<file path="src/rtl/packet_filler_pkg.sv">
// Shared types and sizes for the packet ingress stage and packetmem.
package packet_filler_pkg;
  localparam int DATA_WIDTH      = 32;
  localparam int ADDR_WIDTH      = 10;
  localparam int BYTE_ADDR_WIDTH = ADDR_WIDTH + 2;
  localparam int LEN_WIDTH       = BYTE_ADDR_WIDTH + 1;
  localparam int DROP_CNT_WIDTH  = 16;

  // Access-size codes understood by packetmem's filter-side read port.
  localparam logic [1:0] BPF_B = 2'd0;
  localparam logic [1:0] BPF_H = 2'd1;
  localparam logic [1:0] BPF_W = 2'd2;

  typedef enum logic [2:0] {
    ST_IDLE,
    ST_FILL,
    ST_TRUNC,
    ST_HANDOFF,
    ST_DROP
  } pf_state_t;

  function automatic logic [2:0] last_beat_bytes(input logic [1:0] nb);
    return (nb == 2'b00) ? 3'd4 : {1'b0, nb};
  endfunction
endpackage

</file>
<file path="src/rtl/packet_filler_if.sv">
// Snoop stream in, packet-memory write port and filter handoff out.
interface packet_filler_if;
  import packet_filler_pkg::*;

  logic [DATA_WIDTH-1:0]     snoop_data;
  logic                      snoop_valid;
  logic                      snoop_last;
  logic [1:0]                snoop_bytes;
  logic                      buf_free;
  logic [ADDR_WIDTH-1:0]     wr_addr;
  logic [DATA_WIDTH-1:0]     wr_data;
  logic                      wr_en;
  logic                      done_valid;
  logic                      done_ack;
  logic [LEN_WIDTH-1:0]      byte_len;
  logic                      truncated;
  logic [DROP_CNT_WIDTH-1:0] drop_cnt;

  modport slave (
    input  snoop_data, snoop_valid, snoop_last, snoop_bytes, buf_free, done_ack,
    output wr_addr, wr_data, wr_en, done_valid, byte_len, truncated, drop_cnt
  );

  modport master (
    output snoop_data, snoop_valid, snoop_last, snoop_bytes, buf_free, done_ack,
    input  wr_addr, wr_data, wr_en, done_valid, byte_len, truncated, drop_cnt
  );
endinterface

</file>
<file path="src/rtl/packet_filler_sat_counter.sv">
// Up-counter that sticks at all-ones instead of wrapping.
module packet_filler_sat_counter #(
  parameter int WIDTH = 16
) (
  input  logic             clk,
  input  logic             rst,
  input  logic             inc,
  output logic [WIDTH-1:0] count
);
  logic [WIDTH-1:0] count_q, count_d;

  always_comb begin
    count_d = count_q;
    if (inc && (count_q != '1)) count_d = count_q + WIDTH'(1);
  end

  always_ff @(posedge clk) begin
    if (rst) count_q <= '0;
    else     count_q <= count_d;
  end

  assign count = count_q;
endmodule

</file>
<file path="src/rtl/packet_filler.sv">
// Writes snooped packets word-by-word into packet memory and hands each finished
// packet to the filter side; packets with no free buffer are dropped and counted.
//
//  state   | meaning
//  IDLE    | waiting for a packet start beat
//  FILL    | writing beats at consecutive word addresses
//  TRUNC   | memory full, discarding beats until last
//  HANDOFF | done_valid offered, waiting for done_ack
//  DROP    | discarding the rest of an unwanted packet
module packet_filler
  import packet_filler_pkg::*;
(
  input logic             clk,
  input logic             rst,
  packet_filler_if.slave  pf
);
  localparam logic [ADDR_WIDTH-1:0] ADDR_MAX  = '1;
  localparam logic [LEN_WIDTH-1:0]  TRUNC_LEN = {1'b1, {BYTE_ADDR_WIDTH{1'b0}}};

  pf_state_t                 state_q, state_d;
  logic                      in_pkt_q, in_pkt_d;
  logic [ADDR_WIDTH-1:0]     addr_q, addr_d;
  logic                      wr_en_q, wr_en_d;
  logic [ADDR_WIDTH-1:0]     wr_addr_q, wr_addr_d;
  logic [DATA_WIDTH-1:0]     wr_data_q, wr_data_d;
  logic                      done_valid_q, done_valid_d;
  logic [LEN_WIDTH-1:0]      byte_len_q, byte_len_d;
  logic                      truncated_q, truncated_d;
  logic                      drop_inc;
  logic                      start;
  logic [DROP_CNT_WIDTH-1:0] drop_cnt;

  assign start = pf.snoop_valid && !in_pkt_q;

  always_comb begin
    state_d      = state_q;
    in_pkt_d     = in_pkt_q;
    addr_d       = addr_q;
    wr_en_d      = 1'b0;
    wr_addr_d    = wr_addr_q;
    wr_data_d    = wr_data_q;
    done_valid_d = done_valid_q;
    byte_len_d   = byte_len_q;
    truncated_d  = truncated_q;
    drop_inc     = 1'b0;

    if (pf.snoop_valid) in_pkt_d = !pf.snoop_last;

    case (state_q)
      ST_IDLE: begin
        if (start) begin
          if (pf.buf_free) begin
            wr_en_d     = 1'b1;
            wr_addr_d   = '0;
            wr_data_d   = pf.snoop_data;
            addr_d      = ADDR_WIDTH'(1);
            truncated_d = 1'b0;
            if (pf.snoop_last) begin
              state_d    = ST_HANDOFF;
              byte_len_d = LEN_WIDTH'(last_beat_bytes(pf.snoop_bytes));
            end else begin
              state_d = ST_FILL;
            end
          end else begin
            drop_inc = 1'b1;
            if (!pf.snoop_last) state_d = ST_DROP;
          end
        end else if (pf.snoop_valid && !pf.snoop_last) begin
          state_d = ST_DROP;
        end
      end
      ST_FILL: begin
        if (pf.snoop_valid) begin
          wr_en_d   = 1'b1;
          wr_addr_d = addr_q;
          wr_data_d = pf.snoop_data;
          if (addr_q != ADDR_MAX) addr_d = addr_q + ADDR_WIDTH'(1);
          if (pf.snoop_last) begin
            state_d    = ST_HANDOFF;
            byte_len_d = {1'b0, addr_q, 2'b00} + LEN_WIDTH'(last_beat_bytes(pf.snoop_bytes));
          end else if (addr_q == ADDR_MAX) begin
            // Only the last word was left; the remainder of the packet is lost.
            state_d     = ST_TRUNC;
            truncated_d = 1'b1;
            byte_len_d  = TRUNC_LEN;
          end
        end
      end
      ST_TRUNC: begin
        if (pf.snoop_valid && pf.snoop_last) state_d = ST_HANDOFF;
      end
      ST_HANDOFF: begin
        if (start) drop_inc = 1'b1;
        if (!done_valid_q) begin
          done_valid_d = 1'b1;
        end else if (pf.done_ack) begin
          done_valid_d = 1'b0;
          state_d      = in_pkt_d ? ST_DROP : ST_IDLE;
        end
      end
      ST_DROP: begin
        if (pf.snoop_valid && pf.snoop_last) state_d = ST_IDLE;
      end
      default: state_d = ST_IDLE;
    endcase
  end

  always_ff @(posedge clk) begin
    if (rst) begin
      state_q      <= ST_IDLE;
      in_pkt_q     <= 1'b0;
      addr_q       <= '0;
      wr_en_q      <= 1'b0;
      wr_addr_q    <= '0;
      wr_data_q    <= '0;
      done_valid_q <= 1'b0;
      byte_len_q   <= '0;
      truncated_q  <= 1'b0;
    end else begin
      state_q      <= state_d;
      in_pkt_q     <= in_pkt_d;
      addr_q       <= addr_d;
      wr_en_q      <= wr_en_d;
      wr_addr_q    <= wr_addr_d;
      wr_data_q    <= wr_data_d;
      done_valid_q <= done_valid_d;
      byte_len_q   <= byte_len_d;
      truncated_q  <= truncated_d;
    end
  end

  packet_filler_sat_counter #(.WIDTH(DROP_CNT_WIDTH)) u_drop_cnt (
    .clk   (clk),
    .rst   (rst),
    .inc   (drop_inc),
    .count (drop_cnt)
  );

  assign pf.wr_en      = wr_en_q;
  assign pf.wr_addr    = wr_addr_q;
  assign pf.wr_data    = wr_data_q;
  assign pf.done_valid = done_valid_q;
  assign pf.byte_len   = byte_len_q;
  assign pf.truncated  = truncated_q;
  assign pf.drop_cnt   = drop_cnt;
endmodule
</file>
<file path="src/flat_wrapper.sv">
// flat-port wrapper written by rule: the top's interface ports become plain ports
module packet_filler_flat import packet_filler_pkg::*;
  (clk, rst, pf_snoop_data, pf_snoop_valid, pf_snoop_last, pf_snoop_bytes, pf_buf_free, pf_done_ack, pf_wr_addr, pf_wr_data, pf_wr_en, pf_done_valid, pf_byte_len, pf_truncated, pf_drop_cnt);
  packet_filler_if pf_i ();
  input logic clk;
  input logic rst;
  input wire logic [$bits(pf_i.snoop_data)-1:0] pf_snoop_data;
  input wire logic [$bits(pf_i.snoop_valid)-1:0] pf_snoop_valid;
  input wire logic [$bits(pf_i.snoop_last)-1:0] pf_snoop_last;
  input wire logic [$bits(pf_i.snoop_bytes)-1:0] pf_snoop_bytes;
  input wire logic [$bits(pf_i.buf_free)-1:0] pf_buf_free;
  input wire logic [$bits(pf_i.done_ack)-1:0] pf_done_ack;
  output wire logic [$bits(pf_i.wr_addr)-1:0] pf_wr_addr;
  output wire logic [$bits(pf_i.wr_data)-1:0] pf_wr_data;
  output wire logic [$bits(pf_i.wr_en)-1:0] pf_wr_en;
  output wire logic [$bits(pf_i.done_valid)-1:0] pf_done_valid;
  output wire logic [$bits(pf_i.byte_len)-1:0] pf_byte_len;
  output wire logic [$bits(pf_i.truncated)-1:0] pf_truncated;
  output wire logic [$bits(pf_i.drop_cnt)-1:0] pf_drop_cnt;
  assign pf_i.snoop_data = pf_snoop_data;
  assign pf_i.snoop_valid = pf_snoop_valid;
  assign pf_i.snoop_last = pf_snoop_last;
  assign pf_i.snoop_bytes = pf_snoop_bytes;
  assign pf_i.buf_free = pf_buf_free;
  assign pf_i.done_ack = pf_done_ack;
  assign pf_wr_addr = pf_i.wr_addr;
  assign pf_wr_data = pf_i.wr_data;
  assign pf_wr_en = pf_i.wr_en;
  assign pf_done_valid = pf_i.done_valid;
  assign pf_byte_len = pf_i.byte_len;
  assign pf_truncated = pf_i.truncated;
  assign pf_drop_cnt = pf_i.drop_cnt;
  packet_filler u_core (.clk(clk), .rst(rst), .pf(pf_i));
endmodule
</file>
<file path="config.mk">
export PLATFORM = sky130hd
export DESIGN_NAME = packet_filler_flat
export DESIGN_NICKNAME = d
export VERILOG_FILES = /design/src/rtl/packet_filler_pkg.sv /design/src/rtl/packet_filler_if.sv /design/src/rtl/packet_filler_sat_counter.sv /design/src/rtl/packet_filler.sv /design/src/flat_wrapper.sv
export SDC_FILE = /design/constraint.sdc
export NUM_CORES = 1
export LEC_CHECK = 0
export BUFFER_PORTS_ARGS = -buffer_cell sky130_fd_sc_hd__buf_2
export CAP_MARGIN = 30
export CORE_MARGIN = 8
export CORE_UTILIZATION = 30
export CTS_CLUSTER_SIZE = 28
export DETAILED_ROUTE_END_ITERATION = 6
export PLACE_DENSITY = 0.48
export REMOVE_ABC_BUFFERS = 1
export SYNTH_ARGS = -nofsm -noshare
export SYNTH_HDL_FRONTEND = slang
export SYNTH_SLANG_ARGS = --single-unit
</file>
<file path="constraint.sdc">
create_clock -name clk -period 2 [get_ports clk]
set_input_delay 0.3 -clock clk [delete_from_list [all_inputs] [get_ports clk]]
set_output_delay 0.3 -clock clk [all_outputs]
set_load 0.02 [all_outputs]
</file>
==> implementation parameters, run 1 <==
Parameter                              Value

STA
  Fin crit share ... 93.11%
  Normalized max-slew margin ... approximately 62%
  Minimum clock period ... 1.862 ns
  Max Fclk ... roughly 540 MHz
  Fin worst setup slack ... roughly 0.14 ns
  Total count of hold-check failures in the final report ... 0
  Transition time at the pin with the least slew margin ... about 0.57 ns
  Final slew viol count ... 0
  Hold Slack ... approximately 0.19 ns
  Unrepaired setup endpoints after global routing ... no
  Final Skew ... roughly 0.0083 ns
  Final setup violating endpoints ... 0

Min path
  Capture endpoint of the worst hold path ... u_core.pf.wr_data[8]
  Origin of the worst min-delay path ... pf_snoop_data[8]
  Cell count of the worst hold path ... 3
  Hold Path Class ... input port to flop

Final layout
  Non-filler cells in the finished layout ... about 800
  Seq. cell area ... around 1800 um2
  Total Nets Final ... ~660
  Area of the multi-input gates ... around 2200 um2
  Count of fill cells added during filler insertion ... about 1400
  Area grow syn2layout ... 26.63%
  Antenna diode count ... 0
  Total non-filler cell area in the finished layout ... between 5000 and 6000 um2
  Fraction of layout instances using a drive strength above 1 ... between 30% and 40%

Pwr
  Largest vdd supply drop ... 0.3571 mV
  Pwr/cell area ... between 800 and 900 nW/um2
  Reported leakage power ... roughly 0.0022 uW

Floorplanning
  Core region area ... 13720 um2
  Full die area ... 17900 um2
  Overall die width ... approximately 130 um
  Starting density of the core ... a little under a third
  Number of cell rows ... 43
  Num ports ... between 100 and 150
  Vertical die dimension ... 133.8 um

Clocking
  Count of hold buffers inserted by post-cts repair ... 0
  Worst-skew pair later-pin latency ... approximately 0.35 ns
  Setup bufs post-CTS ... 0
  H-Tree Level Count ... 3
  Clk buf depth ... 2
  CTS tree ... done
  Num Clock Sinks ... 88
  Clock root buffer ... clkbuf_16
  Clock-pin slew reported for the worst setup and hold paths after clock tree synthesis ... approximately 0.070 ns
  Gates resized, CTS repair ... 0
  Number of clock buffers inserted by TritonCTS ... 9

Placed design
  Post-Place Worst Slack ... 0.1169 ns
  Routability-driven placement congestion ratio ... just under 0.8
  PortBufs ... around 110
  # placed instances ... roughly 800
  Instance area after placement ... 4967 um2
  HPWL after DPL ... approximately 8900 um

Synth
  Commonest cells post-synth ... nand2_1 (100), dfxtp_1 (88), a21oi_1 (63)
  Netlist area before placement ... about 4200 um2
  Number of distinct library cell variants in the gate-level netlist after synthesis ... 63
  Number of synthesized register bits ... slightly below 90
  YS warnings ... 0
  Cells after Synth ... roughly 500
  Leading cell types by total area after synthesis ... dfxtp_1 (42%), nand2_1 (9.0%), a21oi_1 (7.6%), nand3_1 (4.0%), xnor2_1 (2.9%)
  Leading cell type by number of instances after synthesis ... nand2_1
  Number of flops mapped to enable cells by yosys ... 0
  Area share of the largest cell type after synthesis ... around 42%
  Avg Cell Area, Syn ... 8.309 um2
  Main flop type after synthesis ... dfxtp_1
  Sequential share of the synthesized area ... a little over two fifths
  Fraction of synthesis flops using an asynchronous set or reset pin ... 0%
  Largest area contributor in the netlist ... dfxtp_1

Routing
  Antenna-violating nets left ... 0
  Routed vias ... around 3900
  Iteration count of the initial detailed-routing pass ... 4
  Total length of routed wires ... between 10000 and 15000 um
  Wire length per cell after detailed routing ... about 15 um
  Violation count after the first detailed-route iteration ... 233
  Remaining routing DRC violations ... 0
  Drt via density ... around 4.9

Critical path
  R2R Setup Slk ... approximately 0.14 ns
  Required time at the endpoint of the critical path ... 2.23 ns
  Path type of the worst setup path ... flop to flop
  Worst-path maximum fanout ... 8
  CP Capture Type ... flop
  Launching element type of the critical path ... flop
  Reg2Reg Capture Point ... u_core.u_drop_cnt.count[7]
  RR Startpoint ... u_core.u_drop_cnt.count[8]
  Crit path DAT ... 2.10 ns
  Number of cells on the worst reg-to-reg path ... 6

Global routing
  Overall routing resource usage ... a little over an eighth
  Antenna violations before repair ... 0
  Grt ovf ... 0
  Number of global-route vias before repair ... roughly 3600
  Maximum number of pins on one net before global-route repair ... 53
  Global-route wire length before repair ... 19480 um

Status
  Run status ... finished, final reports clean

Run
  Count of maximum capacitance violations ... 0
-- how the worst max path moves through the flow --
stage	end	cells after the start	from	slack [ns]
4_1_cts	u_core.u_drop_cnt.count[7]	6	u_core.u_drop_cnt.count[8]	0.13
5_1_grt	u_core.u_drop_cnt.count[7]	6	u_core.u_drop_cnt.count[8]	0.02
3_5_place_dp	u_core.u_drop_cnt.count[7]	6	u_core.u_drop_cnt.count[8]	0.12
2_1_floorplan	u_core.pf.byte_len[12]	4	u_core.state_q[0]	-0.70
6_report	u_core.u_drop_cnt.count[7]	6	u_core.u_drop_cnt.count[8]	0.14
3_3_place_gp	u_core.u_drop_cnt.count[7]	6	u_core.state_q[1]	0.19
-- state kept, by name, summed over array words and instances (netlist names) --
name and cells:
u_core.u_drop_cnt.count 16, u_core.in_pkt_q 1, u_core.pf.truncated 1, u_core.addr_q 10, u_core.pf.wr_data 32, u_core.state_q 3
u_core.pf.wr_addr 10, u_core.pf.byte_len 13, u_core.pf.done_valid 1, u_core.pf.wr_en 1
-- cells by family (layout without fill, tap and decap cells) --
group,count (synthesis),count (layout),share of synthesized area (%)
simple gates,225,225,27.17
compound gates,114,114,17.91
flops,88,88,42.32
buf+inv,45,162,5.680
xor+xnor,19,19,3.998
mux,6,6,1.713
fa+ha+maj,4,4,1.202
-- final cells by class --
type | count | share of cell area (%)
multi-input combinational | 368 | 41.23
clock buffer | 9 | 4.272
sequential | 88 | 33.42
tap | 180 | 4.272
timing repair buffer | 141 | 14.95
clock inverter | 7 | 1.495
inverter | 5 | 0.3560
-- layout by cell type, fill, tap and decap left out, drive strengths merged, types with 4 or more instances in the layout --
master	n
xnor2	14
nor2	33
dfxtp	88
clkbuf	9
nor3	14
a311oi	4
and3	4
and4	4
nor4	4
a21oi	63
inv	8
ha	4
o21ai	20
nor2b	4
nand3	35
and2	5
nand2	100
a31oi	4
buf	141
nand4	10
a211oi	6
xor2	5
-- worst max-delay path: stages (launching register included) --
cell and delay [ns]:
dfxtp_1 0.48, nand4_2 0.20, nor3_4 0.30, buf_4 0.22, a31oi_4 0.12, nand4_2 0.14, mux2_4 0.30
-- routing by layer --
metal	part of all wire (%)	vias up	global-route usage, %	wire [um]
met5	0	-	0	0
met3	4.8	11	2.992	575
met4	1.5	0	5.677	182
li1	-	1968	-	-
met2	48	78	21.33	5732
met1	46	1814	16.90	5538
-- where the power goes --
group	switching [uW]	total (uW)	leakage, uW	internal, uW
Sequential	73.0	1910	0.000713	1840
Clock	753	1740	0.000144	984
Combinational	525	817	0.00132	292
Total	1350	4470	0.00218	3120
-- metrics by stage --
stage	TNS [ns]	util, %	total power [uW]
after CTS	0	38.42	4547
final	0	38.42	4468
after floorplan	-9.340	-	2435
after global placement	0	36.21	2772
after global routing	0	38.42	4712
after detailed placement	0	36.21	2779
(Power assumes the default switching activity.)
==> run 2, diff against run 1 <==
--- a/config.mk
+++ b/config.mk
@@ -7,8 +7,9 @@
 export LEC_CHECK = 0
 export BUFFER_PORTS_ARGS = -buffer_cell sky130_fd_sc_hd__buf_2
 export CAP_MARGIN = 30
-export CORE_MARGIN = 8
+export CORE_MARGIN = 10
 export CORE_UTILIZATION = 30
+export CTS_BUF_LIST = sky130_fd_sc_hd__clkbuf_8
 export CTS_CLUSTER_SIZE = 28
 export DETAILED_ROUTE_END_ITERATION = 6
 export PLACE_DENSITY = 0.48
==> implementation parameters, run 2 (synthesis gave the netlist of run 1 again) <==
Parameter                              Value

Clocking
  H-Tree Level Count ... 3 (unchanged)
  Gates resized, CTS repair ... 0 (unchanged)
  Clk buf depth ... 2 (unchanged)
  Count of hold buffers inserted by post-cts repair ... 0 (unchanged)
  Setup bufs post-CTS ... 0 (unchanged)
  Clock root buffer ... clkbuf_8
  Num Clock Sinks ... 88 (unchanged)
  Worst-skew pair later-pin latency ... 0.38 ns (+0.03 ns)
  Clock-pin slew reported for the worst setup and hold paths after clock tree synthesis ... 0.09 ns (+0.02 ns)
  CTS tree ... done
  Number of clock buffers inserted by TritonCTS ... 9 (unchanged)

Routing
  Wire length per cell after detailed routing ... 15.68 um (+4.0%)
  Antenna-violating nets left ... 0 (unchanged)
  Iteration count of the initial detailed-routing pass ... 4 (unchanged)
  Remaining routing DRC violations ... 0 (unchanged)
  Routed vias ... 3871 (unchanged)
  Violation count after the first detailed-route iteration ... 170 (-27%)
  Total length of routed wires ... 12430 um (+3.3%)
  Drt via density ... 4.881 (+0.63%)

Floorplanning
  Overall die width ... 137.8 um (+3.0%)
  Vertical die dimension ... 137.8 um (+3.0%)
  Starting density of the core ... 31.06% (+0.72 points)
  Num ports ... 114 (unchanged)
  Number of cell rows ... 42 (-2.3%)
  Core region area ... 13400 um2 (-2.3%)
  Full die area ... 18990 um2 (+6.1%)

Critical path
  Family with the most delay on the worst path ... simple AND/OR/NAND/NOR gates
  Required time at the endpoint of the critical path ... 2.27 ns (+0.04 ns)
  Highest cell delay on the worst timing path ... 0.44 ns (-0.04 ns)
  Launching element type of the critical path ... flop
  Worst-path maximum fanout ... 7 (-1)
  R2R Setup Slk ... 0.20 ns (+0.07 ns)
  Crit path DAT ... 2.07 ns (-0.03 ns)
  Reg2Reg Capture Point ... u_core.u_drop_cnt.count[7]
  Slowest cell on crit path ... dfxtp_1
  CP Capture Type ... flop
  Path type of the worst setup path ... flop to flop
  Count of buffering cells on the critical path with inverters included ... 1 (unchanged)
  Crit-path most repeated cell ... nand4_2
  Critical path, cell by cell ... nand4_2, nor3_4, buf_4, a31oi_4, nand4_2, mux2_4
  Number of cells on the worst reg-to-reg path ... 6 (unchanged)
  RR Startpoint ... u_core.u_drop_cnt.count[9]

STA
  Total count of hold-check failures in the final report ... 0 (unchanged)
  Final setup violating endpoints ... 0 (unchanged)
  Final Skew ... 0.008887 ns (+0.0006350 ns)
  Max Fclk ... 556.5 MHz (+3.6%)
  Minimum clock period ... 1.797 ns (-0.06533 ns)
  Unrepaired setup endpoints after global routing ... no
  Fin crit share ... 89.85% (-3.3 points)
  Final slew viol count ... 0 (unchanged)
  Normalized max-slew margin ... 65.32% (+3.3 points)
  Transition time at the pin with the least slew margin ... 0.5167 ns (-0.05311 ns)

Pwr
  Total power consumption of the routed design ... 3878 uW (-13%)
  Sequential power share ... 49.1% (+6.3 points)
  Net switching power ... 1262 uW (-6.5%)
  Pwr/cell area ... 754.3 nW/um2 (-11%)
  Reported leakage power ... 0.002126 uW (-2.3%)
  Largest vdd supply drop ... 0.3552 mV (-0.53%)
  Combinational power share ... 21.5% (+3.2 points)
  Portion of total power attributed to the clock network ... 29.4% (-9.5 points)
  Internal power component ... 2616 uW (-16%)
  Switching Fraction ... 32.55% (+2.3 points)

Global routing
  Overall routing resource usage ... 12.95% (-0.38 points)
  Global-route wire length before repair ... 19550 um (+0.39%)
  Antenna violations before repair ... 0 (unchanged)
  Number of global-route vias before repair ... 3722 (+2.1%)
  Maximum number of pins on one net before global-route repair ... 53 (unchanged)
  Grt ovf ... 0 (unchanged)

Placed design
  HPWL after DPL ... 9222 um (+3.6%)
  # placed instances ... 777 (-0.64%)
  Routability-driven placement congestion ratio ... 0.8373 (+5.9%)
  PortBufs ... 113 (unchanged)

Min path
  Hold Path Class ... input port to flop
  Origin of the worst min-delay path ... pf_snoop_data[2]
  Capture endpoint of the worst hold path ... u_core.pf.wr_data[2]
  Cell count of the worst hold path ... 3 (unchanged)

Final layout
  Area grow syn2layout ... 23.50%
  Antenna diode count ... 0 (unchanged)
  Most common cell after layout, fill and taps aside ... buf_2
  Fraction of layout instances using a drive strength above 1 ... 29.98% (-0.28 points)
  Total Nets Final ... 656 (-0.15%)
  Commonest cells after routing, fill and taps aside ... buf_2 (113), nand2_1 (100), dfxtp_1 (88)
  Max reg flops ... 32 (unchanged)
  Non-filler cells in the finished layout ... 793 (-0.63%)

Status
  Run status ... finished, final reports clean

Run
  Count of maximum capacitance violations ... 0 (unchanged)
==> run 2: through the flow <==
stage	setup TNS, ns	instance area, um2	worst slack, ns	hold slack [ns]	util [%]
2_1_floorplan	-9.340	3945	-0.7018	0.3646	-
3_3_place_gp	0	4967	0.2248	0.4379	37.07
3_5_place_dp	0	4967	0.1860	0.4436	37.07
4_1_cts	0	5141	0.1926	0.1236	38.37
5_1_grt	0	5141	0.08276	0.1271	38.37
6_report	0	5141	0.2030	0.1481	38.37
==> run 2: layer usage <==
metal  GRT usage, %  wire length, um  vias to the layer above
li1               -                -                     1967
met4          3.766              123                        0
met5              0                0                        -
met2          21.23             6091                       96
met1          15.65             5345                     1801
met3          4.516              870                        7
==> run 2: power by group through the flow <==
| stage | logic, uW | registers [uW] | clock network (uW) |
|---|---|---|---|
| 2_1_floorplan | 382 | 2050 | 0 |
| 3_3_place_gp | 839 | 1940 | 0 |
| 3_5_place_dp | 845 | 1950 | 0 |
| 4_1_cts | 848 | 1900 | 1190 |
| 5_1_grt | 926 | 1920 | 1260 |
| 6_report | 835 | 1900 | 1140 |
==> run 2: cell type report <==
type | instances | area [um2]
fill | 1454 | 8259
multi-input combinational | 368 | 2173
sequential | 88 | 1762
timing repair buffer | 140 | 793.3
tap | 176 | 220.2
clock buffer | 10 | 137.6
clock inverter | 6 | 36.28
inverter | 5 | 18.77
==> run 2: how the worst max path moves through the flow <==
stage,endpoint,depth (start not counted),slack [ns],startpoint
6_report,u_core.u_drop_cnt.count[7],6,0.20,u_core.u_drop_cnt.count[9]
5_1_grt,u_core.u_drop_cnt.count[10],5,0.08,u_core.u_drop_cnt.count[1]
4_1_cts,u_core.u_drop_cnt.count[7],6,0.19,u_core.u_drop_cnt.count[9]
3_5_place_dp,u_core.pf.byte_len[10],9,0.19,pf_snoop_bytes[1]
3_3_place_gp,u_core.pf.byte_len[10],9,0.22,pf_snoop_bytes[1]
2_1_floorplan,u_core.pf.byte_len[12],4,-0.70,u_core.state_q[0]
==> run 2: worst register-to-register path, cell delays in order, from the launching register on <==
cell and delay (ns):
dfxtp_1 0.44, nand4_2 0.20, nor3_4 0.28, buf_4 0.22
a31oi_4 0.12, nand4_2 0.13, mux2_4 0.30
